**config.mk**
```make
export PLATFORM = sky130hd
export DESIGN_NAME = fifo_wide_to_bit
export DESIGN_NICKNAME = d
export VERILOG_FILES = /design/src/rtl/fifo_wide_to_bit.sv
export SDC_FILE = /design/constraint.sdc
export NUM_CORES = 1
export LEC_CHECK = 0
export CORE_ASPECT_RATIO = 2
export CORE_MARGIN = 2
export CORE_UTILIZATION = 36
export CTS_CLUSTER_SIZE = 12
export DETAILED_ROUTE_END_ITERATION = 10
export GPL_TIMING_DRIVEN = 0
export PLACE_DENSITY = 0.54
export SYNTH_ARGS = -nofsm -noshare
export SYNTH_HDL_FRONTEND = slang
export SYNTH_SLANG_ARGS = --single-unit
```
**constraint.sdc**
```tcl
create_clock -name clk -period 2.2 [get_ports clk]
set_clock_uncertainty 0.15 [all_clocks]
set_input_delay 0.33 -clock clk [delete_from_list [all_inputs] [get_ports clk]]
set_output_delay 0.33 -clock clk [all_outputs]
set_load 0.01 [all_outputs]
```
**src/rtl/fifo_wide_to_bit.sv**
```systemverilog
// Width-converting FIFO: WIDTH_IN-bit words in, single bits out, LSB of each word first.
// Show-ahead read port; occupancy is reported both in word slots and in unread bits.
module fifo_wide_to_bit #(
    parameter int WIDTH_IN = 2,
    parameter int DEPTH    = 16
) (
    input  logic                                  clk,
    input  logic                                  rst_n,
    input  logic                                  clear,
    input  logic [WIDTH_IN-1:0]                   din,
    input  logic                                  din_valid,
    output logic                                  din_ready,
    output logic                                  dout,
    output logic                                  dout_valid,
    input  logic                                  dout_ready,
    output logic [$clog2(DEPTH):0]                word_count,
    output logic [$clog2(DEPTH*WIDTH_IN):0]       bit_count,
    output logic                                  empty,
    output logic                                  full
);

    localparam int AW  = $clog2(DEPTH);
    localparam int BW  = $clog2(WIDTH_IN);
    localparam int WCW = AW + 1;
    localparam int BCW = $clog2(DEPTH*WIDTH_IN) + 1;

    logic [WIDTH_IN-1:0] mem [DEPTH];
    logic [AW-1:0]       wr_ptr;
    logic [AW+BW-1:0]    rd_ptr;     // {word index, bit index}: one increment per bit read
    logic [AW-1:0]       rd_word;
    logic [BW-1:0]       rd_bit;

    logic                wr_en;
    logic                rd_en;
    logic                word_done;
    logic [WCW-1:0]      word_count_next;
    logic [BCW-1:0]      bit_count_next;

    assign rd_word = rd_ptr[AW+BW-1:BW];
    assign rd_bit  = rd_ptr[BW-1:0];

    // Status is decoded from the counter registers only, so no input reaches an output.
    assign empty      = (bit_count == '0);
    assign full       = (word_count == WCW'(DEPTH));
    assign din_ready  = !full;
    assign dout_valid = !empty;
    assign dout       = dout_valid ? mem[rd_word][rd_bit] : 1'b0;

    assign wr_en     = din_valid && din_ready && !clear;
    assign rd_en     = dout_valid && dout_ready && !clear;
    assign word_done = rd_en && (rd_bit == BW'(WIDTH_IN - 1));

    always_comb begin
        // NOTE: every always_comb output gets a default first so no path can infer a latch.
        word_count_next = word_count;
        bit_count_next  = bit_count;
        if (wr_en) begin
            word_count_next = word_count_next + WCW'(1);
            bit_count_next  = bit_count_next + BCW'(WIDTH_IN);
        end
        if (word_done) word_count_next = word_count_next - WCW'(1);
        if (rd_en)     bit_count_next  = bit_count_next - BCW'(1);
    end

    // NOTE: sequential state uses non-blocking assignments so all flops update together at the edge.
    always_ff @(posedge clk or negedge rst_n) begin
        if (!rst_n) begin
            wr_ptr     <= '0;
            rd_ptr     <= '0;
            word_count <= '0;
            bit_count  <= '0;
        end else if (clear) begin
            wr_ptr     <= '0;
            rd_ptr     <= '0;
            word_count <= '0;
            bit_count  <= '0;
        end else begin
            if (wr_en) wr_ptr <= wr_ptr + AW'(1);
            if (rd_en) rd_ptr <= rd_ptr + (AW+BW)'(1);
            word_count <= word_count_next;
            bit_count  <= bit_count_next;
        end
    end

    // NOTE: the storage array has no reset; its contents are meaningless until the counters say otherwise.
    always_ff @(posedge clk) begin
        if (wr_en) mem[wr_ptr] <= din;
    end

endmodule
```
==> flow_summary.toml, run 1 <==
[run_status]
status = "complete, but fails checks"
violations = "setup timing"

[place]
gp_congestion = 0.748
place_hpwl_um = 4460
io_buffer_count = 22

[yosys]
synth_largest_area_cell = "edfxtp_1"
synthTopCellsByCount = "32 x edfxtp_1, 20 x dfrtp_1, 18 x nor2_1"
synth_ff_type = "edfxtp_1"
ys_ff_latch = 52
synth_seq_area_share = 0.538
yosysMostFrequentCell = "edfxtp_1"
syn_area_per_cell_um2 = 12.6
ys.warnings.count = 0
synth_edf_count = 32
synthCells = 215
netlist_area_um2 = 2710
ys_top_cells_by_area = "edfxtp_1 35%, dfrtp_1 18%, ha_1 4.6%"
syn_nets = 232
yosysTopAreaCellShare = 0.354
ys_async_sr_fraction = 0.385
ys_types = 52

[detailed_routing]
wirelength_um = 6260
vias_per_cell = 5.21
route.detailed.drc = 0
detail_route.first_pass.iterations = 4
ant_nets = 0
avgRoutedWirePerCell_um = 17.3
drtIter0Drc = 44
num_vias = 1881

[setup_path]
cp_slowest_cell = "mux4_2"
r2r_slack_ns = 0
path_class = "reg2out"
crit_family = "multiplexers"
crit_buf_inv = 3
crit_fanout = 5
cpPeakStageDelay_ns = 0.50
path_cells = "buf_6 -> buf_12 -> mux4_2 -> mux2_2 -> nand2_1 -> a31oi_1 -> buf_2"
end_kind = "output pin"
worstPathArrival_ns = 2.01
critical_path_required_ns = 1.72
cp-start-kind = "flop"

[clock_tree]
cts_hold_buf = 0
cts_tree = "done"
root_buffer = "clkbuf_16"
clock-sinks = 52
cts_max_level = 2
clkSlewWorstSetupHoldPaths_ns = 0.07
cts_buffer_depth = 2
cts_made_buffers = 5
clock_latency_ns = 0.29

[sta]
timing.final.ws_setup_ns = -0.291
hold_viol = 0
rsz0062_at_grt = "yes"
post-route-min-period_ns = 2.49
report.final.slew_viol_count = 0
timing.hold.ws_ns = 0.283
worst_pin_slew_ns = 0.989
max_freq_mhz = 401
setup_viol = 1
slew_headroom = 0.339
fin_crit_sh = 1.13

[grt]
grt_pass1_wl_um = 10300
grt_remaining_overflow = 0
grt_pass1_vias = 2004
antenna_found_initial = 0
grt_max_degree = 21
grt_use_total = 0.167

[floorplanning]
num_io_pins = 23
rows = 44
die_w_um = 65.4
fp.dieArea_um2 = 8290
core_area_um2 = 7270
die_h_um = 127
start_util = 0.373

[pwr]
leakagePower_nw = 1.35
ir_worst_vdd_uv = 925
power_density_nw_per_um2 = 1020
power.total_w = 0.00364

[final_layout]
area_growth_pct = 31.8
diodes = 0
fin_nets = 285
utilization = 0.492
drive_above_1_share = 0.327

[job]
drv_cap = 0

[worst_hold_path]
hold_class = "in2reg"
[routing by layer]
metal  wire length, um  vias to the layer above  part of all wire  GRT usage
met1              2180                      934              0.35      0.164
met2              3760                       27              0.60      0.326
met5                 0                        -                 0          0
met4               217                        0             0.035     0.0846
li1                  -                      906                 -          -
met3                95                       14             0.015     0.0168
[metrics by stage]
step	cell area (um^2)	std cells	setup TNS (ns)	setup slack, ns
final	3580	361	-0.291	-0.291
after global routing	3580	361	-0.668	-0.431
after CTS	3410	354	-0.401	-0.342
after detailed placement	3050	329	-8.71	-0.512
after global placement	3050	329	-6.89	-0.460
after floorplan	2720	215	0	0.0102
[timing repair]
item / 4_1_cts / 5_1_grt
setup buffers: 17 / 7
pin swaps: 4 / 12
setup endpoints to repair: 17 / 34
gates resized for setup: 25 / 29
gates cloned: 0 / 0
[worst paths after layout]
kind | startpoint | endpoint | depth (start not counted)
setup / recovery | rd_ptr[1] | dout | 7
hold / removal | din_valid | wr_ptr[1] | 3
setup reg to reg | word_count[1] | word_count[4] | 11
hold reg to reg | wr_ptr[1] | wr_ptr[1] | 2
max in group asynchronous | rst_n | bit_count[3] | 1
min in group asynchronous | rst_n | bit_count[1] | 1
[flip-flops by register name, summed over array words and instances (netlist names)]
register	flops
bit_count	6
mem	32
rd_ptr	5
wr_ptr	4
word_count	5
[cell families (layout without fill, tap and decap cells)]
kind of cell,after synthesis,after routing,synth area share
simple gates,79,79,0.171
flops,52,52,0.538
compound gates,27,27,0.0710
xor+xnor,17,17,0.0549
buf+inv,16,70,0.0295
mux,14,14,0.0894
fa+ha+maj,10,10,0.0461
[power breakdown]
| part | total, W | internal (W) | leakage (nW) | switching (W) |
|---|---|---|---|---|
| clock network | 0.000872 | 0.000536 | 0.0808 | 0.000336 |
| registers | 0.00126 | 0.00113 | 0.556 | 0.000129 |
| logic | 0.00151 | 0.000816 | 0.714 | 0.000698 |
| total | 0.00364 | 0.00248 | 1.35 | 0.00116 |
[final cells by class]
class / instances / area (um^2)
Tap cell: 92 / 115
Sequential cell: 52 / 1470
Clock inverter: 2 / 35.0
Timing Repair Buffer: 46 / 413
Buffer: 8 / 47.5
Clock buffer: 6 / 129
Inverter: 8 / 42.5
Multi-Input combinational cell: 147 / 1330
Fill cell: 687 / 3690
[worst register-to-register path: stages, from the launching register on]
cell,delay (ns)
dfrtp_1,0.39
inv_2,0.09
ha_4,0.12
nand4bb_1,0.12
buf_6,0.16
buf_4,0.15
a21oi_4,0.13
nor2_2,0.07
ha_1,0.17
and3_2,0.23
a31o_1,0.23
a21oi_2,0.11
[layout by cell type (no fill, tap or decap), types with 4 or more instances in the layout]
master	netlist	routed
a21oi_1	8	4
a21oi_2	2	4
and2_1	12	8
and2_4	0	4
and4_1	5	5
buf_4	0	22
clkbuf_1	4	5
clkbuf_16	0	5
clkdlybuf4s50_1	0	16
dfrtp_1	20	17
edfxtp_1	32	32
ha_1	10	8
inv_1	7	5
mux4_2	4	6
nand2_1	10	9
nand3_1	6	6
nand4_1	4	4
nor2_1	18	14
xnor2_1	8	6
xor2_1	9	9
Power figures use the tool's default switching activity.
==> run 2: changes to the inputs <==
CTS_CLUSTER_DIAMETER = 30   (was not set)
PLACE_DENSITY = 0.52   (was 0.54)
REMOVE_ABC_BUFFERS = 1   (was not set)
clock period = 2.7 ns   (was 2.2 ns; I/O delays follow)
==> flow_summary.toml, run 2 (same netlist as run 1, synthesis figures left out) <==
[run_status]
status = "finished clean"

[worst_hold_path]
hold_class = "reg2reg"
hold_depth = 2
hold_end = "wr_ptr[1]"
min-delay-start = "wr_ptr[1]"

[final_layout]
layout_common_cells = "32 x edfxtp_1, 20 x clkdlybuf4s50_1, 18 x nor2_1, 18 x dfrtp_1, 12 x and2_1"
fin_nets = 257
area_growth_pct = 19.5
fillers = 696
mostFrequentLayoutCell = "edfxtp_1"
largestRegisters = "mem: 32 flops, bit_count: 6 flops"
diodes = 0
design_area_um2 = 3240
largest_reg_flops = 32
fin_cells = 333
top_register = "mem"
drive_above_1_share = 0.154

[pwr]
intPower_w = 0.00192
ir_worst_vdd_uv = 457
swShare = 0.305
p_switching_w = 0.000843
p_seq_frac = 0.377
power_density_nw_per_um2 = 850
leakagePower_nw = 1.18
p_comb_frac = 0.330
p_clk_frac = 0.294

[sta]
timing.final.ws_setup_ns = 0.117
setup-tns-final_ns = 0
worst_pin_slew_ns = 0.986
hold_viol = 0
slew_headroom = 0.340
max_freq_mhz = 387
timing.hold.ws_ns = 0.438
rsz0062_at_grt = "no"
post-route-min-period_ns = 2.58
report.final.slew_viol_count = 0
setup_viol = 0
fin_crit_sh = 0.957

[detailed_routing]
vias_per_cell = 5.20
ant_nets = 0
detail_route.first_pass.iterations = 4
wirelength_um = 5740
avgRoutedWirePerCell_um = 17.2
drtIter0Drc = 21
route.detailed.drc = 0
num_vias = 1731

[setup_path]
r2r_start = "word_count[0]"
worstPathArrival_ns = 2.03
r2r_slack_ns = 0.24
worstRegToRegCells = 10
crit_path_start = "word_count[0]"
crit_fanout = 10
r2r_end = "word_count[2]"
cp-start-kind = "flop"
path_class = "reg2out"
critical_path_required_ns = 2.14
end_kind = "output pin"

[floorplanning]
die_w_um = 65.4
core_area_um2 = 7270
start_util = 0.373
die_h_um = 127
rows = 44
num_io_pins = 23
fp.dieArea_um2 = 8290

[clock_tree]
cts_tree = "done"
cts_made_buffers = 5
cts_buffer_depth = 2
clock_latency_ns = 0.29
clkSlewWorstSetupHoldPaths_ns = 0.06
cts_max_level = 2
root_buffer = "clkbuf_16"
cts_hold_buf = 0
clock-sinks = 52

[grt]
grt_remaining_overflow = 0
grt_max_degree = 24
grt_pass1_vias = 1806
antenna_found_initial = 0
grt_pass1_wl_um = 9250
grt_use_total = 0.151

[place]
place_hpwl_um = 4260
dp.cells = 321
pre_cts_slack_ns = -0.755
io_buffer_count = 22
gp_congestion = 0.765
post_dp_cell_area_um2 = 3000

[job]
drv_cap = 0
-- run 2: cell types whose count changed in the layout (fill, tap and decap cells not counted), moves of 4 or more --
cell	previous run	this run
buf_4	22	3
and2_1	8	12
and2_4	4	0
clkbuf_1	5	1
clkdlybuf4s50_1	16	20
nor2_1	14	18
-- run 2: cell type report --
class / count / area [um^2] / area share
Sequential cell: 52 / 1460 / 0.451
Multi-Input combinational cell: 147 / 1180 / 0.365
Timing Repair Buffer: 26 / 259 / 0.0798
Clock buffer: 6 / 129 / 0.0397
Tap cell: 92 / 115 / 0.0355
Clock inverter: 2 / 60.1 / 0.0185
Inverter: 8 / 32.5 / 0.0100
-- run 2: worst max-delay path by stage --
stage	depth (start not counted)	slack (ns)	to
finish	5	0.12	full
global route	7	0.01	dout
CTS	5	0.0005	dout
detailed placement	8	-0.76	word_count[2]
global placement	8	-0.72	word_count[2]
floorplan	9	0.24	word_count[1]
-- run 2: worst max-delay path: stages (launching register included) --
cell and delay [ns]:
dfrtp_1 0.42, inv_1 0.10, ha_1 0.22, nand4bb_4 0.24, inv_4 0.20, clkdlybuf4s50_1 0.55
-- run 2: what timing repair did --
action / in CTS / in global routing
gates resized for setup: 12 / 2
hold endpoints to repair: 0 / 0
setup endpoints to repair: 25 / 1
setup buffers: 4 / 0
-- run 2: layer usage --
layer / wire length, um / up-vias / GRT usage / share of wire
li1: - / 845 / - / -
met1: 2110 / 856 / 0.146 / 0.37
met2: 3390 / 24 / 0.302 / 0.59
met3: 138 / 6 / 0.0239 / 0.024
met4: 103 / 0 / 0.0588 / 0.018
met5: 0 / - / 0 / 0
-- run 2: per-stage QoR --
step | util | power [W]
after floorplan | - | 0.00156
after global placement | 0.413 | 0.00192
after detailed placement | 0.413 | 0.00193
after CTS | 0.448 | 0.00281
after global routing | 0.446 | 0.00291
final | 0.446 | 0.00276
-- run 2: power groups by stage --
stage / Combinational [W] / Clock [W] / Sequential (W)
floorplan: 0.000511 / 0 / 0.00105
global placement: 0.000857 / 0 / 0.00106
detailed placement: 0.000867 / 0 / 0.00106
CTS: 0.000930 / 0.000836 / 0.00104
global route: 0.000994 / 0.000861 / 0.00106
finish: 0.000910 / 0.000810 / 0.00104
